$ cat config.mk
export PLATFORM = sky130hd
export DESIGN_NAME = uart_mmio_ctrl_flat
export DESIGN_NICKNAME = d
export VERILOG_FILES = /design/src/rtl/uart_pkg.sv /design/src/rtl/uart_mmio_ctrl_if.sv /design/src/rtl/uart_mmio_ctrl_fifo.sv /design/src/rtl/uart_mmio_ctrl.sv /design/src/flat_wrapper.sv
export SDC_FILE = /design/constraint.sdc
export NUM_CORES = 1
export LEC_CHECK = 0
export ABC_AREA = 0
export CORE_UTILIZATION = 49
export CTS_CLUSTER_SIZE = 16
export DETAILED_ROUTE_END_ITERATION = 16
export GPL_TIMING_DRIVEN = 0
export PLACE_DENSITY = 0.83
export SLEW_MARGIN = 20
export SYNTH_ARGS = -nofsm -noshare
export SYNTH_HDL_FRONTEND = slang
export SYNTH_HIERARCHICAL = 1
export SYNTH_SLANG_ARGS = --single-unit
export TNS_END_PERCENT = 1
$ cat constraint.sdc
create_clock -name sysclk -period 6.8 [get_ports sysclk]
set_clock_uncertainty 0.15 [all_clocks]
set_input_delay 1.02 -clock sysclk [delete_from_list [all_inputs] [get_ports sysclk]]
set_output_delay 1.02 -clock sysclk [all_outputs]
set_load 0.05 [all_outputs]
$ cat src/rtl/uart_pkg.sv
// -----------------------------------------------------------------------------
// uart_pkg
// Shared definitions for the UART MMIO controller: register offsets relative
// to BASE_ADDR, CON bit positions and the TX sequencer state encoding.
// No ports (package).
// -----------------------------------------------------------------------------
package uart_pkg;

    // Register offsets from BASE_ADDR
    localparam logic [31:0] TXD_OFS = 32'h0;
    localparam logic [31:0] RXD_OFS = 32'h4;
    localparam logic [31:0] CON_OFS = 32'h8;

    // CON register bit positions
    localparam int CON_TX_IE    = 0;  // RW
    localparam int CON_RX_IE    = 1;  // RW
    localparam int CON_TX_DONE  = 2;  // W1C
    localparam int CON_RX_READY = 3;  // RO
    localparam int CON_FULL     = 4;  // RO
    localparam int CON_RX_OVR   = 5;  // W1C
    localparam int CON_TX_OVF   = 6;  // W1C
    localparam int CON_TX_IDLE  = 7;  // RO

    // TX sequencer states
    typedef enum logic [1:0] {
        TX_IDLE    = 2'd0,
        TX_START   = 2'd1,
        TX_WAIT_HI = 2'd2,
        TX_WAIT_LO = 2'd3
    } tx_state_t;

endpackage

$ cat src/rtl/uart_mmio_ctrl_if.sv
// -----------------------------------------------------------------------------
// uart_mmio_ctrl_if
// MEM-stage peripheral bus seen by the UART controller.
//   addr     : word-aligned byte address
//   MemRead  : read strobe (rdata is combinational in the same cycle)
//   MemWrite : write strobe, takes effect at the clock edge
//   wdata    : write data
//   rdata    : read data, zero when not selected or not reading
// master = CPU side, slave = peripheral side.
// -----------------------------------------------------------------------------
interface uart_mmio_ctrl_if;
    logic [31:0] addr;
    logic        MemRead;
    logic        MemWrite;
    logic [31:0] wdata;
    logic [31:0] rdata;

    modport master (output addr, MemRead, MemWrite, wdata, input rdata);
    modport slave  (input addr, MemRead, MemWrite, wdata, output rdata);
endinterface

$ cat src/rtl/uart_mmio_ctrl_fifo.sv
// -----------------------------------------------------------------------------
// sync_fifo_8
// Byte-wide synchronous FIFO used to buffer outgoing UART bytes.
//   clk, rst_n : clock, asynchronous active-low reset
//   push, din  : write request and data (accepted when not full, or when a
//                pop happens in the same cycle)
//   pop, dout  : read request and head-of-queue data (show-ahead)
//   full,empty : status flags
//   count      : number of stored entries, 0..DEPTH
// DEPTH must be a power of two so the pointers wrap naturally.
// -----------------------------------------------------------------------------
module sync_fifo_8 #(
    parameter int DEPTH = 4
) (
    input  logic                     clk,
    input  logic                     rst_n,
    input  logic                     push,
    input  logic                     pop,
    input  logic [7:0]               din,
    output logic [7:0]               dout,
    output logic                     full,
    output logic                     empty,
    output logic [$clog2(DEPTH):0]   count
);

    localparam int AW = $clog2(DEPTH);

    logic [7:0]    mem [DEPTH];
    logic [AW-1:0] rd_ptr;
    logic [AW-1:0] wr_ptr;
    logic          do_push;
    logic          do_pop;

    assign empty   = (count == '0);
    assign full    = (count == (AW+1)'(DEPTH));
    assign do_pop  = pop & ~empty;
    // A pop in the same cycle frees a slot, so a push to a full FIFO still lands.
    assign do_push = push & (~full | do_pop);
    assign dout    = mem[rd_ptr];

    // NOTE: sequential state uses non-blocking assignments so every flop
    // samples the pre-edge values regardless of statement order.
    always_ff @(posedge clk or negedge rst_n) begin
        if (!rst_n) begin
            rd_ptr <= '0;
            wr_ptr <= '0;
            count  <= '0;
        end else begin
            if (do_push) wr_ptr <= wr_ptr + 1'b1;
            if (do_pop)  rd_ptr <= rd_ptr + 1'b1;
            unique case ({do_push, do_pop})
                2'b10:   count <= count + 1'b1;
                2'b01:   count <= count - 1'b1;
                default: count <= count;
            endcase
        end
    end

    // NOTE: the storage array has no reset; the pointers and count define
    // which entries are valid, so clearing the data would only cost logic.
    always_ff @(posedge clk) begin
        if (do_push) mem[wr_ptr] <= din;
    end

endmodule

$ cat src/rtl/uart_mmio_ctrl.sv
// -----------------------------------------------------------------------------
// uart_mmio_ctrl
// Memory-mapped controller sequencing the UART TX/RX engines from the CPU's
// MEM-stage bus. Registers: TXD (BASE), RXD (BASE+4), CON (BASE+8).
//   sysclk, reset : clock, asynchronous active-low reset
//   bus           : peripheral bus (slave modport)
//   tx_start      : one-cycle start pulse to uart_tx
//   tx_data       : byte for uart_tx, valid with tx_start, held afterwards
//   tx_busy       : uart_tx busy
//   rx_valid      : one-cycle pulse from uart_rx, rx_data valid
//   rx_data       : received byte
//   irq           : registered level interrupt
// -----------------------------------------------------------------------------
module uart_mmio_ctrl
    import uart_pkg::*;
#(
    parameter logic [31:0] BASE_ADDR  = 32'h4000_0018,
    parameter int          FIFO_DEPTH = 4
) (
    input  logic                 sysclk,
    input  logic                 reset,
    uart_mmio_ctrl_if.slave      bus,
    output logic                 tx_start,
    output logic [7:0]           tx_data,
    input  logic                 tx_busy,
    input  logic                 rx_valid,
    input  logic [7:0]           rx_data,
    output logic                 irq
);

    // ---------------- address decode ----------------
    logic sel_txd, sel_rxd, sel_con;
    logic txd_wr, rxd_rd, con_wr;

    assign sel_txd = (bus.addr == BASE_ADDR + TXD_OFS);
    assign sel_rxd = (bus.addr == BASE_ADDR + RXD_OFS);
    assign sel_con = (bus.addr == BASE_ADDR + CON_OFS);
    assign txd_wr  = bus.MemWrite & sel_txd;
    assign rxd_rd  = bus.MemRead  & sel_rxd;
    assign con_wr  = bus.MemWrite & sel_con;

    // ---------------- TX FIFO ----------------
    logic                          fifo_pop;
    logic [7:0]                    fifo_head;
    logic                          fifo_full;
    logic                          fifo_empty;
    logic [$clog2(FIFO_DEPTH):0]   fifo_count;

    sync_fifo_8 #(.DEPTH(FIFO_DEPTH)) u_fifo (
        .clk   (sysclk),
        .rst_n (reset),
        .push  (txd_wr),
        .pop   (fifo_pop),
        .din   (bus.wdata[7:0]),
        .dout  (fifo_head),
        .full  (fifo_full),
        .empty (fifo_empty),
        .count (fifo_count)
    );

    // ---------------- TX sequencer ----------------
    tx_state_t state, state_nx;
    logic      wait_cnt, wait_cnt_nx;
    logic      done_set;
    logic      tx_idle;

    // NOTE: every signal written here gets a default first, so no path
    // through the case leaves one unassigned and no latch is inferred.
    always_comb begin
        state_nx    = state;
        wait_cnt_nx = wait_cnt;
        tx_start    = 1'b0;
        fifo_pop    = 1'b0;
        done_set    = 1'b0;
        unique case (state)
            TX_IDLE: begin
                if (!fifo_empty && !tx_busy) state_nx = TX_START;
            end
            TX_START: begin
                tx_start    = 1'b1;
                fifo_pop    = 1'b1;
                wait_cnt_nx = 1'b0;
                state_nx    = TX_WAIT_HI;
            end
            TX_WAIT_HI: begin
                // Give the engine two cycles to raise busy; a single-cycle
                // engine may never show it, so move on regardless.
                if (tx_busy || wait_cnt) state_nx = TX_WAIT_LO;
                else                     wait_cnt_nx = 1'b1;
            end
            TX_WAIT_LO: begin
                if (!tx_busy) begin
                    state_nx = TX_IDLE;
                    done_set = 1'b1;
                end
            end
            default: state_nx = TX_IDLE;
        endcase
    end

    always_ff @(posedge sysclk or negedge reset) begin
        if (!reset) begin
            state    <= TX_IDLE;
            wait_cnt <= 1'b0;
            tx_data  <= 8'h00;
        end else begin
            state    <= state_nx;
            wait_cnt <= wait_cnt_nx;
            // Load the byte on entry to START so it is stable during the pulse
            // and held until the next start.
            if (state == TX_IDLE && state_nx == TX_START) tx_data <= fifo_head;
        end
    end

    assign tx_idle = (fifo_count == '0) && (state == TX_IDLE);

    // ---------------- registers and flags ----------------
    logic [7:0] last_txd;
    logic [7:0] rx_hold;
    logic       tx_ie, rx_ie;
    logic       tx_done, rx_ready, rx_ovr, tx_ovf;
    logic       ovr_set, ovf_set;

    // A read of RXD in the same cycle consumes the old byte, so no overrun.
    assign ovr_set = rx_valid & rx_ready & ~rxd_rd;
    assign ovf_set = txd_wr & fifo_full & ~fifo_pop;

    always_ff @(posedge sysclk or negedge reset) begin
        if (!reset) begin
            last_txd <= 8'h00;
            rx_hold  <= 8'h00;
            tx_ie    <= 1'b0;
            rx_ie    <= 1'b0;
            tx_done  <= 1'b0;
            rx_ready <= 1'b0;
            rx_ovr   <= 1'b0;
            tx_ovf   <= 1'b0;
            irq      <= 1'b0;
        end else begin
            if (txd_wr) last_txd <= bus.wdata[7:0];
            if (con_wr) begin
                tx_ie <= bus.wdata[CON_TX_IE];
                rx_ie <= bus.wdata[CON_RX_IE];
            end
            // W1C flags: a hardware set in the same cycle beats the clear.
            tx_done <= done_set | (tx_done & ~(con_wr & bus.wdata[CON_TX_DONE]));
            rx_ovr  <= ovr_set  | (rx_ovr  & ~(con_wr & bus.wdata[CON_RX_OVR]));
            tx_ovf  <= ovf_set  | (tx_ovf  & ~(con_wr & bus.wdata[CON_TX_OVF]));
            if (rx_valid) begin
                rx_hold  <= rx_data;
                rx_ready <= 1'b1;
            end else if (rxd_rd) begin
                rx_ready <= 1'b0;
            end
            irq <= (tx_ie & tx_done) | (rx_ie & rx_ready);
        end
    end

    // ---------------- read mux ----------------
    logic [31:0] con_val;

    always_comb begin
        con_val               = '0;
        con_val[CON_TX_IE]    = tx_ie;
        con_val[CON_RX_IE]    = rx_ie;
        con_val[CON_TX_DONE]  = tx_done;
        con_val[CON_RX_READY] = rx_ready;
        con_val[CON_FULL]     = fifo_full;
        con_val[CON_RX_OVR]   = rx_ovr;
        con_val[CON_TX_OVF]   = tx_ovf;
        con_val[CON_TX_IDLE]  = tx_idle;
    end

    always_comb begin
        bus.rdata = '0;
        if (bus.MemRead) begin
            if (sel_txd)      bus.rdata = {24'h0, last_txd};
            else if (sel_rxd) bus.rdata = {24'h0, rx_hold};
            else if (sel_con) bus.rdata = con_val;
        end
    end

endmodule

$ cat src/flat_wrapper.sv
// flat-port wrapper written by rule: the top's interface ports become plain ports
module uart_mmio_ctrl_flat import uart_pkg::*;
#(
    parameter logic [31:0] BASE_ADDR  = 32'h4000_0018,
    parameter int          FIFO_DEPTH = 4
)
  (sysclk, reset, tx_start, tx_data, tx_busy, rx_valid, rx_data, irq, bus_addr, bus_MemRead, bus_MemWrite, bus_wdata, bus_rdata);
  uart_mmio_ctrl_if bus_i ();
  input  logic sysclk;
  input  logic reset;
  output logic tx_start;
  output logic [7:0] tx_data;
  input  logic tx_busy;
  input  logic rx_valid;
  input  logic [7:0] rx_data;
  output logic irq;
  input wire logic [$bits(bus_i.addr)-1:0] bus_addr;
  input wire logic [$bits(bus_i.MemRead)-1:0] bus_MemRead;
  input wire logic [$bits(bus_i.MemWrite)-1:0] bus_MemWrite;
  input wire logic [$bits(bus_i.wdata)-1:0] bus_wdata;
  output wire logic [$bits(bus_i.rdata)-1:0] bus_rdata;
  assign bus_i.addr = bus_addr;
  assign bus_i.MemRead = bus_MemRead;
  assign bus_i.MemWrite = bus_MemWrite;
  assign bus_i.wdata = bus_wdata;
  assign bus_rdata = bus_i.rdata;
  uart_mmio_ctrl #(.BASE_ADDR(BASE_ADDR), .FIFO_DEPTH(FIFO_DEPTH)) u_core (.sysclk(sysclk), .reset(reset), .bus(bus_i), .tx_start(tx_start), .tx_data(tx_data), .tx_busy(tx_busy), .rx_valid(rx_valid), .rx_data(rx_data), .irq(irq));
endmodule
==> flow_summary_export.csv <==
group,metric,value,unit
clock_tree,cts_made_buffers,9,
global_routing,grt_pass1_vias,2472,
clock_tree,clock_latency,340,ps
timing,slew_violations,0,
drt,wl_per_cell,14.5,um
placement,routabilityCongestion,0.804,
drt,ant_nets,0,
timing,rsz0062_at_grt,"no",
die,initial_core_util,51.2,%
clock_tree,clk_transition_reported_paths,70,ps
timing,period_share,74.0,%
die,die_area,7520,sq um
clock_tree,clockBufferDepth,2,
synthesis,synth_top_area_share,29.2,%
clock_tree,post_cts_buffers,0,
cells_and_area,fin_util,68.2,%
cells_and_area,n_antenna_cell,0,
synthesis,syn_area,3520,sq um
drt,drc_errors,0,
pwr,vdd_drop_max,0.000136,V
die,rows,30,
synthesis,synth_seq_cells,73,
clock_tree,cts_root_buf,"clkbuf_8",
timing,slew_headroom,32.9,%
setup_path,endpoint_kind,"output pin",
synthesis,ys_seq_area_share,56.5,%
drt,drt_iter0_drc,52,
synthesis,netlist-cell-type-count,50,
die,core_area,6870,sq um
clock_tree,cts_hold_buf,0,
outcome,outcome,"completed",
clock_tree,ctsResizeCount,0,
global_routing,grt_overflow,0,
synthesis,synth_ff_type,"dfrtp_1",
synthesis,yosys.cell_count.top_type,"dfrtp_1",
placement,post-place-ws,1790,ps
placement,port_buffers,71,
setup_path,worstPathMaxFanout,8,
drt,viasPerCell,5.03,
global_routing,grt_max_degree,32,
drt,vias,2359,
timing,finalSetupViolations,0,
synthesis,synth_area_leaders,"dfrtp_1, edfxtp_1, mux2_2",
cells_and_area,area_delta_synth_final,33.2,%
timing,setup_tns,0,ps
cells_and_area,drive_above_1_share,24.9,%
global_routing,track_usage,20.2,%
run,maxCapViolCount,0,
die,die_h,86.7,um
timing,tightest_slew,998,ps
die,ios,120,
global_routing,antenna_found_initial,0,
synthesis,synth_edf_count,32,
placement,place_hpwl,5060,um
synthesis,async_flop_share,56.2,%
setup_path,critPathKind,"in -> out",
global_routing,grt_pass1_wl,11300,um
drt,wl,6780,um
synthesis,synth_common_cells,"dfrtp_1, edfxtp_1, mux2_2",
synthesis,synth-warning-count,6,
die,die_x,86.7,um
synthesis,syn_area_per_cell,13.4,sq um
cells_and_area,nets,451,
timing,max_freq,0.199,GHz
setup_path,cp.required,5630,ps
setup_path,rrSetupSlack,4040,ps
timing,fin_ws,1770,ps
timing,hold_viol,0,
timing,period_minus_slack,5030,ps
setup_path,worst_setup_path_start_kind,"input port",
clock_tree,h-tree-depth,3,
clock_tree,clock-sinks,73,
drt,drtPass1Iterations,4,
synthesis,yosys.area.top_type,"dfrtp_1",
synthesis,syn_inst,262,
setup_path,cp.arrival,3860,ps
pwr,leakagePower,0.00190,uW
clock_tree,cts_tree,"done",
pwr,p_per_area,307,nW/um^2
hold_path,hp-class,"reg -> reg",
## placed cells by master (no fill, tap or decap), types with 8 or more instances in the layout
master and n:
clkdlybuf4s50_1 70, a211oi_1 8, nor2_1 13, inv_1 9, mux2_2 29, clkbuf_8 9, dfrtp_1 41, edfxtp_1 32
o21ai_0 12, mux4_2 8, conb_1 24, nand2_1 14, buf_4 24
## routing by layer
layer | part of all wire [%] | up-vias | track usage (%)
li1 | - | 1124 | -
met3 | 5.8 | 13 | 4.76
met4 | 2.1 | 0 | 7.88
met5 | 0 | - | 0
met1 | 42 | 1130 | 24.7
met2 | 50 | 92 | 34.8
## state kept, by name (all words and copies together), names as in the netlist
signal and flops:
u_core/tx_ie 1, u_core/tx_ovf 1, u_core/u_fifo/mem 32, u_core/u_fifo/rd_ptr 2
u_core/rx_hold 8, u_core/tx_data 8, u_core/u_fifo/wr_ptr 2, u_core/rx_ready 1
u_core/u_fifo/count 3, u_core/last_txd 8, u_core/state 2, u_core/rx_ovr 1
u_core/irq 1, u_core/wait_cnt 1, u_core/rx_ie 1, u_core/tx_done 1
## cell type report
cell class,count,area (sq um)
clock buffers,10,128
fillers,516,2190
repair buffers,72,726
flip-flops and latches,73,1990
clock inverters,6,106
multi-input cells,170,1360
well taps,96,120
plain buffers,33,226
inverters,9,33.8
## critical path: stages
cell             delay (ps)
clkdlybuf4s50_1         430
nor4_1                  450
nand4_1                 260
or2_2                   340
clkbuf_1                200
a211oi_1                300
clkdlybuf4s50_1         870
## logic make-up after synthesis
family	count (synthesis)	share of synthesized area (%)
compound gates	32	6.55
xor+xnor	6	1.49
fa+ha+maj	5	1.99
buf+inv	42	7.40
flops	73	56.5
mux	38	14.7
other cells	1	0.107
simple gates	65	11.3
## per-stage QoR
stage | cell area, sq um | power, uW | hold WS [ps] | instances
3_5_place_dp | 4450 | 1050 | 344 | 453
5_1_grt | 4680 | 1500 | 378 | 469
2_1_floorplan | 3600 | 907 | 325 | 285
3_3_place_gp | 4430 | 1040 | 337 | 452
6_report | 4680 | 1440 | 356 | 469
4_1_cts | 4680 | 1450 | 361 | 469
## power breakdown
part | total (uW) | internal [uW] | switching, uW
Combinational | 482 | 219 | 262
Sequential | 557 | 514 | 43.4
Clock | 397 | 242 | 155
## path summary, 6_finish.rpt
kind,startpoint,to,cells after the start
hold / removal,u_core/tx_data[5],u_core/tx_data[5],1
setup / recovery,bus_addr[8],bus_rdata[6],7
max in group asynchronous,reset,u_core/u_fifo/count[1],2
min in group asynchronous,reset,u_core/u_fifo/rd_ptr[0],1
setup reg to reg,u_core/state[0],u_core/u_fifo/count[1],8
hold reg to reg,u_core/tx_data[5],u_core/tx_data[5],1
(Power assumes the default switching activity.)
